==> src/rtl/shared_resource_scheduler.sv <==
// rtl/shared_resource_scheduler.sv - round-robin owner of the shared resource between pipelines 1 and 2
// Optional hold-limit preemption is compiled in with `define HOLD_LIMIT_EN.
module shared_resource_scheduler #(
  parameter int MAX_HOLD = 16
) (
  input  logic clk_i,
  input  logic reset_i,
  input  logic req_1_i,
  input  logic req_2_i,
  output logic grant_1_o,
  output logic grant_2_o,
  output logic resource_sel_o,
  output logic preempt_o,
  output logic busy_o
);

  typedef enum logic [1:0] {
    IDLE  = 2'd0,
    OWN_1 = 2'd1,
    OWN_2 = 2'd2
  } state_e;

  if (MAX_HOLD < 1) begin : g_bad_max_hold
    $error("shared_resource_scheduler: MAX_HOLD must be at least 1");
  end

  state_e state_q, state_d;
  logic   grant_1_q, grant_1_d;
  logic   grant_2_q, grant_2_d;
  logic   sel_q, sel_d;
  logic   preempt_q, preempt_d;
  // 0 = pipeline 1 was granted last, 1 = pipeline 2 was granted last
  logic   last_owner_q, last_owner_d;
  logic   limit_hit_1, limit_hit_2;

`ifdef HOLD_LIMIT_EN
  localparam int CNT_W = $clog2(MAX_HOLD + 1);
  localparam logic [CNT_W-1:0] HOLD_LAST = CNT_W'(MAX_HOLD - 1);

  logic [CNT_W-1:0] hold_cnt_q, hold_cnt_d;

  // Preemption fires only when the counter has reached its last slot and the other side waits.
  assign limit_hit_1 = (hold_cnt_q == HOLD_LAST) && req_2_i;
  assign limit_hit_2 = (hold_cnt_q == HOLD_LAST) && req_1_i;
`else
  assign limit_hit_1 = 1'b0;
  assign limit_hit_2 = 1'b0;
`endif

  always_comb begin
    state_d      = state_q;
    grant_1_d    = grant_1_q;
    grant_2_d    = grant_2_q;
    sel_d        = sel_q;
    preempt_d    = 1'b0;
    last_owner_d = last_owner_q;
`ifdef HOLD_LIMIT_EN
    hold_cnt_d   = hold_cnt_q;
`endif
    case (state_q)
      IDLE: begin
        if (req_1_i && (!req_2_i || last_owner_q)) begin
          state_d      = OWN_1;
          grant_1_d    = 1'b1;
          sel_d        = 1'b0;
          last_owner_d = 1'b0;
`ifdef HOLD_LIMIT_EN
          hold_cnt_d   = '0;
`endif
        end else if (req_2_i) begin
          state_d      = OWN_2;
          grant_2_d    = 1'b1;
          sel_d        = 1'b1;
          last_owner_d = 1'b1;
`ifdef HOLD_LIMIT_EN
          hold_cnt_d   = '0;
`endif
        end
      end
      OWN_1: begin
        if (!req_1_i) begin
          state_d   = IDLE;
          grant_1_d = 1'b0;
        end else if (limit_hit_1) begin
          state_d   = IDLE;
          grant_1_d = 1'b0;
          preempt_d = 1'b1;
        end else begin
`ifdef HOLD_LIMIT_EN
          if (hold_cnt_q != HOLD_LAST) hold_cnt_d = hold_cnt_q + CNT_W'(1);
`endif
        end
      end
      OWN_2: begin
        if (!req_2_i) begin
          state_d   = IDLE;
          grant_2_d = 1'b0;
        end else if (limit_hit_2) begin
          state_d   = IDLE;
          grant_2_d = 1'b0;
          preempt_d = 1'b1;
        end else begin
`ifdef HOLD_LIMIT_EN
          if (hold_cnt_q != HOLD_LAST) hold_cnt_d = hold_cnt_q + CNT_W'(1);
`endif
        end
      end
      default: begin
        state_d   = IDLE;
        grant_1_d = 1'b0;
        grant_2_d = 1'b0;
      end
    endcase
  end

  always_ff @(posedge clk_i or posedge reset_i) begin
    if (reset_i) begin
      state_q      <= IDLE;
      grant_1_q    <= 1'b0;
      grant_2_q    <= 1'b0;
      sel_q        <= 1'b0;
      preempt_q    <= 1'b0;
      last_owner_q <= 1'b1;
`ifdef HOLD_LIMIT_EN
      hold_cnt_q   <= '0;
`endif
    end else begin
      state_q      <= state_d;
      grant_1_q    <= grant_1_d;
      grant_2_q    <= grant_2_d;
      sel_q        <= sel_d;
      preempt_q    <= preempt_d;
      last_owner_q <= last_owner_d;
`ifdef HOLD_LIMIT_EN
      hold_cnt_q   <= hold_cnt_d;
`endif
    end
  end

  assign grant_1_o      = grant_1_q;
  assign grant_2_o      = grant_2_q;
  assign resource_sel_o = sel_q;
  assign preempt_o      = preempt_q;
  assign busy_o         = grant_1_q | grant_2_q;

endmodule

==> config.mk <==
export PLATFORM = sky130hd
export DESIGN_NAME = shared_resource_scheduler
export DESIGN_NICKNAME = d
export VERILOG_FILES = /design/src/rtl/shared_resource_scheduler.sv
export SDC_FILE = /design/constraint.sdc
export NUM_CORES = 1
export LEC_CHECK = 0
export BUFFER_PORTS_ARGS = -buffer_cell sky130_fd_sc_hd__buf_4
export CORE_AREA = 2 2 39 41
export CTS_BUF_LIST = sky130_fd_sc_hd__clkbuf_8
export DETAILED_ROUTE_END_ITERATION = 12
export DIE_AREA = 0 0 41 43
export HOLD_SLACK_MARGIN = 0.15
export SLEW_MARGIN = 10
export SYNTH_ARGS = -nofsm -noshare
export SYNTH_HDL_FRONTEND = slang
export SYNTH_SLANG_ARGS = --single-unit
==> constraint.sdc <==
create_clock -name clk_i -period 2.3 [get_ports clk_i]
set_input_delay 0.23 -clock clk_i [delete_from_list [all_inputs] [get_ports clk_i]]
set_output_delay 0.23 -clock clk_i [all_outputs]
set_load 0.05 [all_outputs]
* Word-level counts from Yosys, hierarchy flattened
Cells that the tools add are included.
** Word-level totals
- Bits in registers :: 6
- Output and inout bits :: 5
- Input bits :: 4
** Cells by class
- Muxes and demuxes :: 13
- Reductions and logical operators :: 9
- Bitwise logic cells :: 3
- Equality and inequality tests :: 8
** Operators by type and width (number)
- 2-bit != test (second input constant) :: 5
- 2-bit 2-to-1 mux :: 4
- 1-bit 2-to-1 mux :: 6
- 1-bit one-hot mux with 3 select lines :: 2
- 2-bit one-hot mux with 3 select lines :: 1
- 3-bit AND reduction :: 2
- 4-bit AND reduction :: 1
- 3-bit != test (second input constant) :: 1
- 2-bit by 1-bit equality test with 1-bit output (second input constant) :: 1
- 2-bit equality test (second input constant) :: 1
- 2-bit zero test :: 1
- 1-bit inverter :: 2
- 2-bit AND reduction :: 1
- 2-bit nonzero test :: 1
- 1-bit logical AND :: 1
- 1-bit zero test :: 1
- 1-bit logical OR :: 1
- 1-bit OR :: 1

* Depth between registers and ports, before layout
Gate-level depths: netlist (run 1).
- Depth in word-level cells :: 5
- Gate-level depth with buffers :: 3
- Depth with buffers taken out :: 3

* Worst setup path before layout (run 1)
No wires, ideal clock.
- Path type :: register to output
- From :: register grant_1_q (netlist: grant_1_o)
- To :: output busy_o
- Arrival :: 1041 ps
- Data required time :: 2070 ps
- Cell stages (with the launch flop) :: 2
- Buffers on the path :: 0
- Path slack :: 1029 ps
- Path through :: dfrtp_1 or2_2
** On the way
- Longest elaborated chain between the ends :: 1
** RTL lines
- start: declaration :: line 28 : logic grant_1_q, grant_1_d;
- start signal: assignment :: line 129 : grant_1_q <= grant_1_d;
- 1-bit OR :: line 144 : assign busy_o = grant_1_q | grant_2_q;
- end: declaration :: line 14 : output logic busy_o
No other way between the ends.

* Worst setup path in the final report (run 1)
Ends and elaborated chain as after synthesis.

==> results of run 1 <==
worst max-delay path, delay by kind of cell (launching register included):
family | cells | cell delay [ns]
flip-flops | 1 | 0.38
AND/OR/NAND/NOR | 1 | 0.29
buffers and inverters | 1 | 0.19
registers in the layout, summed over array words and instances (netlist names):
signal,cells
last_owner_q,1
resource_sel_o,1
grant_2_o,1
grant_1_o,1
state_q,2
worst paths after layout:
kind | slack [ns] | end | from | cells after the start
setup / recovery | 0.99 | busy_o | grant_1_o | 2
min in group asynchronous | 0.48 | state_q[1] | reset_i | 3
hold / removal | 0.28 | state_q[1] | req_2_i | 3
setup reg to reg | 1.31 | resource_sel_o | last_owner_q | 3
max in group asynchronous | 1.55 | last_owner_q | reset_i | 3
hold reg to reg | 0.49 | resource_sel_o | resource_sel_o | 1
layout make-up:
cell class | count | area, sq um
sequential | 6 | 151
fill | 149 | 992
multi-input combinational | 16 | 105
clock buffer | 3 | 41.3
tap | 16 | 20.0
timing repair buffer | 8 | 62.6
clock inverter | 1 | 3.75
inverter | 2 | 7.51
routing by layer:
| layer | track usage | vias up | wire, um |
|---|---|---|---|
| met5 | 0 | - | 0 |
| met4 | 0.0800 | 0 | 0 |
| met3 | 0.0471 | 0 | 45 |
| met2 | 0.0906 | 6 | 222 |
| met1 | 0.0782 | 88 | 225 |
| li1 | - | 102 | - |
power by group through the flow:
| stage | logic [uW] | registers (uW) | clock network [uW] |
|---|---|---|---|
| global placement | 261 | 186 | 0 |
| CTS | 265 | 188 | 168 |
| detailed placement | 262 | 189 | 0 |
| global route | 277 | 194 | 174 |
| floorplan | 102 | 274 | 0 |
| finish | 262 | 187 | 163 |
kinds of logic after synthesis:
| family | count (synthesis) | share of synthesized area |
|---|---|---|
| other | 1 | 0.0138 |
| and+or+nand+nor | 9 | 0.212 |
| DFF | 6 | 0.558 |
| AOI/OAI and AO/OA | 6 | 0.161 |
| buffers and inverters | 3 | 0.0553 |
stage by stage:
| stage | cell area [sq um] | utilization | power, uW |
|---|---|---|---|
| floorplan | 272 | - | 376 |
| global placement | 337 | 0.243 | 447 |
| detailed placement | 337 | 0.243 | 452 |
| CTS | 392 | 0.283 | 621 |
| global route | 392 | 0.283 | 645 |
| finish | 392 | 0.283 | 611 |
cells in the final DEF (no fill, tap or decap):
cell           n
inv_1          3
dfrtp_1        5
o21a_1         2
or2_2          1
clkbuf_8       3
buf_4          7
dlygate4sd3_1  1
a21oi_1        1
o32a_1         1
nand2b_4       1
nor2_2         1
nand3_1        1
a22o_1         1
nand2b_1       1
nand2_1        3
o21ai_1        1
conb_1         1
nor2b_2        1
dfstp_2        1
repair_timing:
item	CTS	global route
gates resized for setup	0	0
hold endpoints to repair	5	0
hold buffers	1	0
==> impl_metrics.yaml, run 1 <==
critical_path:
  worstPathMaxFanout: 3
  crit_path_cell_trace: "or2_2 > buf_4"
  arrival_ns: 1.08
  critPathLaunchType: "register"
  end_kind: "output port"
  max_stage_delay_ns: 0.38
  critical_path_class: "register to output port"
  cp_slowest_cell: "dfrtp_1"
  cp_data_required_time_ns: 2.07
place:
  place_congestion: 0.697
  dpl_worst_slack_ns: 1.21
  port_buffers: 7
  dp_cells: 47
logic_synthesis:
  synth.area.top_cells: "dfrtp_1 46%, dfstp_2 9.7%, o21a_1 5.5%"
  ys_types: 17
  yosysMostFrequentCell: "dfrtp_1"
  synth_nets: 29
  yosysTopAreaCellShare: 0.461
  synth_commonest_cells: "5 x dfrtp_1, 3 x nand2_1, 2 x inv_1, 2 x o21a_1"
  async_flop_share: 1.00
  synth_edf_count: 0
  synth_ff_type: "dfrtp_1"
  yosys_register_bits: 6
  syn-mean-instance-area_sq_um: 10.9
  syn-cell-area_sq_um: 272
  synth_top_area_cell: "dfrtp_1"
  yosysWarnings: 0
  syn_inst: 25
  yosysSeqAreaShare: 0.558
power:
  p_leak_uw: 0.000187
  max-vdd-ir-drop_uv: 417
  p_int_uw: 360
  p_sw_frac: 0.410
  p_per_area_mw_per_mm2: 1560
  seq_power_share: 0.305
  power_switching_uw: 250
  comb_power_share: 0.428
  p_clk_frac: 0.266
global_routing:
  track_usage: 0.0746
  antenna_found_initial: 0
  grt.overflow.total: 0
  grt_pass1_vias: 195
  grt_max_degree: 7
  grt_pass1_wl_um: 786
timing:
  period_needed_ns: 1.31
  report.final.hold_viol_count: 0
  setup_tns_ns: 0
  finClkSkew_ns: 0.00408
  period_share: 0.571
  setup_viol_count_final: 0
  slew_violations: 0
  max_freq_ghz: 0.761
  hold_slack_ns: 0.280
  layout_setup_ws_ns: 0.986
  rsz0062_at_grt: "no"
min_path:
  hold_class: "input port to register"
routing:
  drc: 0
  first_pass_iters: 4
  drt_iter0_drc: 3
  num_vias: 196
  wl_um: 493
  detail-route-antenna-nets: 0
  routedWlPerCell_um: 9.48
  vias_per_cell: 3.77
clock_network:
  ctsHtreeMaxLevel: 1
  clk_latency_ns: 0.22
  cts_made_buffers: 3
  clock_path_buffers: 2
  clock-sinks: 6
  cts_tree: "yes"
  post-cts-setup-buffers: 0
  cts-root-buf: "clkbuf_8"
  clkTransAtPathRegs_ns: 0.04
layout:
  antenna_cells: 0
  syn_to_final_growth_pct: 44.2
  nets: 41
  final_cells: 52
  layout-drive-gt1-share: 0.417
floorplan:
  die_y_um: 43
  coreArea_sq_mm: 0.00138
  io-pin-count: 9
  num_rows: 14
  die_area_sq_mm: 0.00176
  initial_utilization: 0.196
  die_w_um: 41
run_status:
  status: "finished clean"
job:
  drv_cap: 0
Note: power is estimated with default switching activity, not from simulation.
==> run 2, diff against run 1 <==
==> constraint.sdc (replaced) <==
create_clock -name clk_i -period 1.3 [get_ports clk_i]
set_input_delay 0.13 -clock clk_i [delete_from_list [all_inputs] [get_ports clk_i]]
set_output_delay 0.13 -clock clk_i [all_outputs]
set_load 0.05 [all_outputs]
==> impl_metrics.yaml, run 2 (same netlist as run 1, synthesis figures left out) <==
routing:
  wl_um: 452
  num_vias: 196
  routedWlPerCell_um: 8.69
  detail-route-antenna-nets: 0
  vias_per_cell: 3.77
  first_pass_iters: 1
  drc: 0
  drt_iter0_drc: 0
global_routing:
  grt_pass1_vias: 201
  grt_max_degree: 7
  grt_pass1_wl_um: 738
  gr-usage-met1: 0.0619
  met3_usage: 0.0942
  grt.overflow.total: 0
  grt.busiest_layer: "met3"
  track_usage: 0.0726
  grtUsageMet2: 0.0906
  antenna_found_initial: 0
layout:
  utilization: 0.283
  antenna_cells: 0
  regMostFlops: "state_q"
  fill_cells: 149
  final_cell_mix: "7 x buf_4, 5 x dfrtp_1, 3 x inv_1, 3 x nand2_1, 3 x clkbuf_8"
  layout-drive-gt1-share: 0.417
  largest_reg_flops: 2
  nets: 41
  syn_to_final_growth_pct: 44.2
  layout_commonest_cell: "buf_4"
critical_path:
  critical_path_class: "register to output port"
  worstPathMaxFanout: 3
  max_stage_delay_ns: 0.38
  arrival_ns: 1.08
  cp_data_required_time_ns: 1.17
  r2r_slack_ns: 0.32
  critPathLaunchType: "register"
  crit_path_cell_trace: "or2_2 > buf_4"
  end_kind: "output port"
  cp_slowest_cell: "dfrtp_1"
power:
  p_sw_frac: 0.406
  p_per_area_mw_per_mm2: 2740
  p_int_uw: 637
  p_leak_uw: 0.000187
  power_switching_uw: 435
  p_clk_frac: 0.263
  comb_power_share: 0.430
  design_power_total_uw: 1070
  seq_power_share: 0.307
  max-vdd-ir-drop_uv: 675
min_path:
  hold_class: "input port to register"
clock_network:
  clkTransAtPathRegs_ns: 0.04
  cts_tree: "yes"
  post-cts-setup-buffers: 0
  clock_path_buffers: 2
  ctsHtreeMaxLevel: 1
  cts-hold-fix-buffers: 1
  clock-sinks: 6
  cts_made_buffers: 3
  clk_latency_ns: 0.22
  cts.repair.resized: 0
  cts-root-buf: "clkbuf_8"
timing:
  period_share: 0.934
  finClkSkew_ns: 0.00742
  period_needed_ns: 1.21
  slew_violations: 0
  setup_tns_ns: 0
  max_freq_ghz: 0.823
  setup_viol_count_final: 0
  rsz0062_at_grt: "no"
  report.final.hold_viol_count: 0
floorplan:
  die_y_um: 43
  io-pin-count: 9
  die_w_um: 41
  initial_utilization: 0.196
  die_area_sq_mm: 0.00176
  num_rows: 14
  coreArea_sq_mm: 0.00138
place:
  port_buffers: 7
  place_congestion: 0.697
job:
  drv_cap: 0
run_status:
  status: "finished clean"
## run 2: final timing paths
| path | start | end | cells past startpoint |
|---|---|---|---|
| setup / recovery | grant_1_o | busy_o | 2 |
| hold / removal | req_2_i | state_q[1] | 3 |
| setup reg to reg | last_owner_q | resource_sel_o | 3 |
| hold reg to reg | resource_sel_o | resource_sel_o | 1 |
| max in group asynchronous | reset_i | last_owner_q | 3 |
| min in group asynchronous | reset_i | resource_sel_o | 3 |
## run 2: cell type report
class	count	area (sq um)	area share
tap	16	20.0	0.0511
sequential	6	151	0.387
clock buffer	3	41.3	0.105
timing repair buffer	8	62.6	0.160
clock inverter	1	3.75	0.00958
inverter	2	7.51	0.0192
multi-input combinational	16	105	0.268
## run 2: critical path: cells and delay by family (launching register included)
kind	cells	cell delay, ns
AND/OR/NAND/NOR	1	0.29
buffers and inverters	1	0.19
flip-flops	1	0.38
## run 2: power by group through the flow
stage	clock network (uW)	logic (uW)	registers, uW
floorplan	0	181	485
global placement	0	458	332
detailed placement	0	463	334
CTS	294	466	332
global route	309	486	344
finish	282	461	329
## run 2: metal layers
layer / part of all wire / up-vias
li1: - / 102
met1: 0.43 / 86
met2: 0.45 / 8
met3: 0.12 / 0
met4: 0 / 0
met5: 0 / -
## run 2: metrics by stage
stage | setup WS, ns | hold slack, ns | std cells | instance area [sq um]
6_report | 0.0854 | 0.190 | 52 | 392
5_1_grt | 0.0450 | 0.199 | 52 | 392
3_3_place_gp | 0.319 | 0.0601 | 47 | 337
2_1_floorplan | 0.129 | -0.0798 | 25 | 272
3_5_place_dp | 0.312 | 0.0635 | 47 | 337
4_1_cts | 0.0683 | 0.188 | 52 | 392
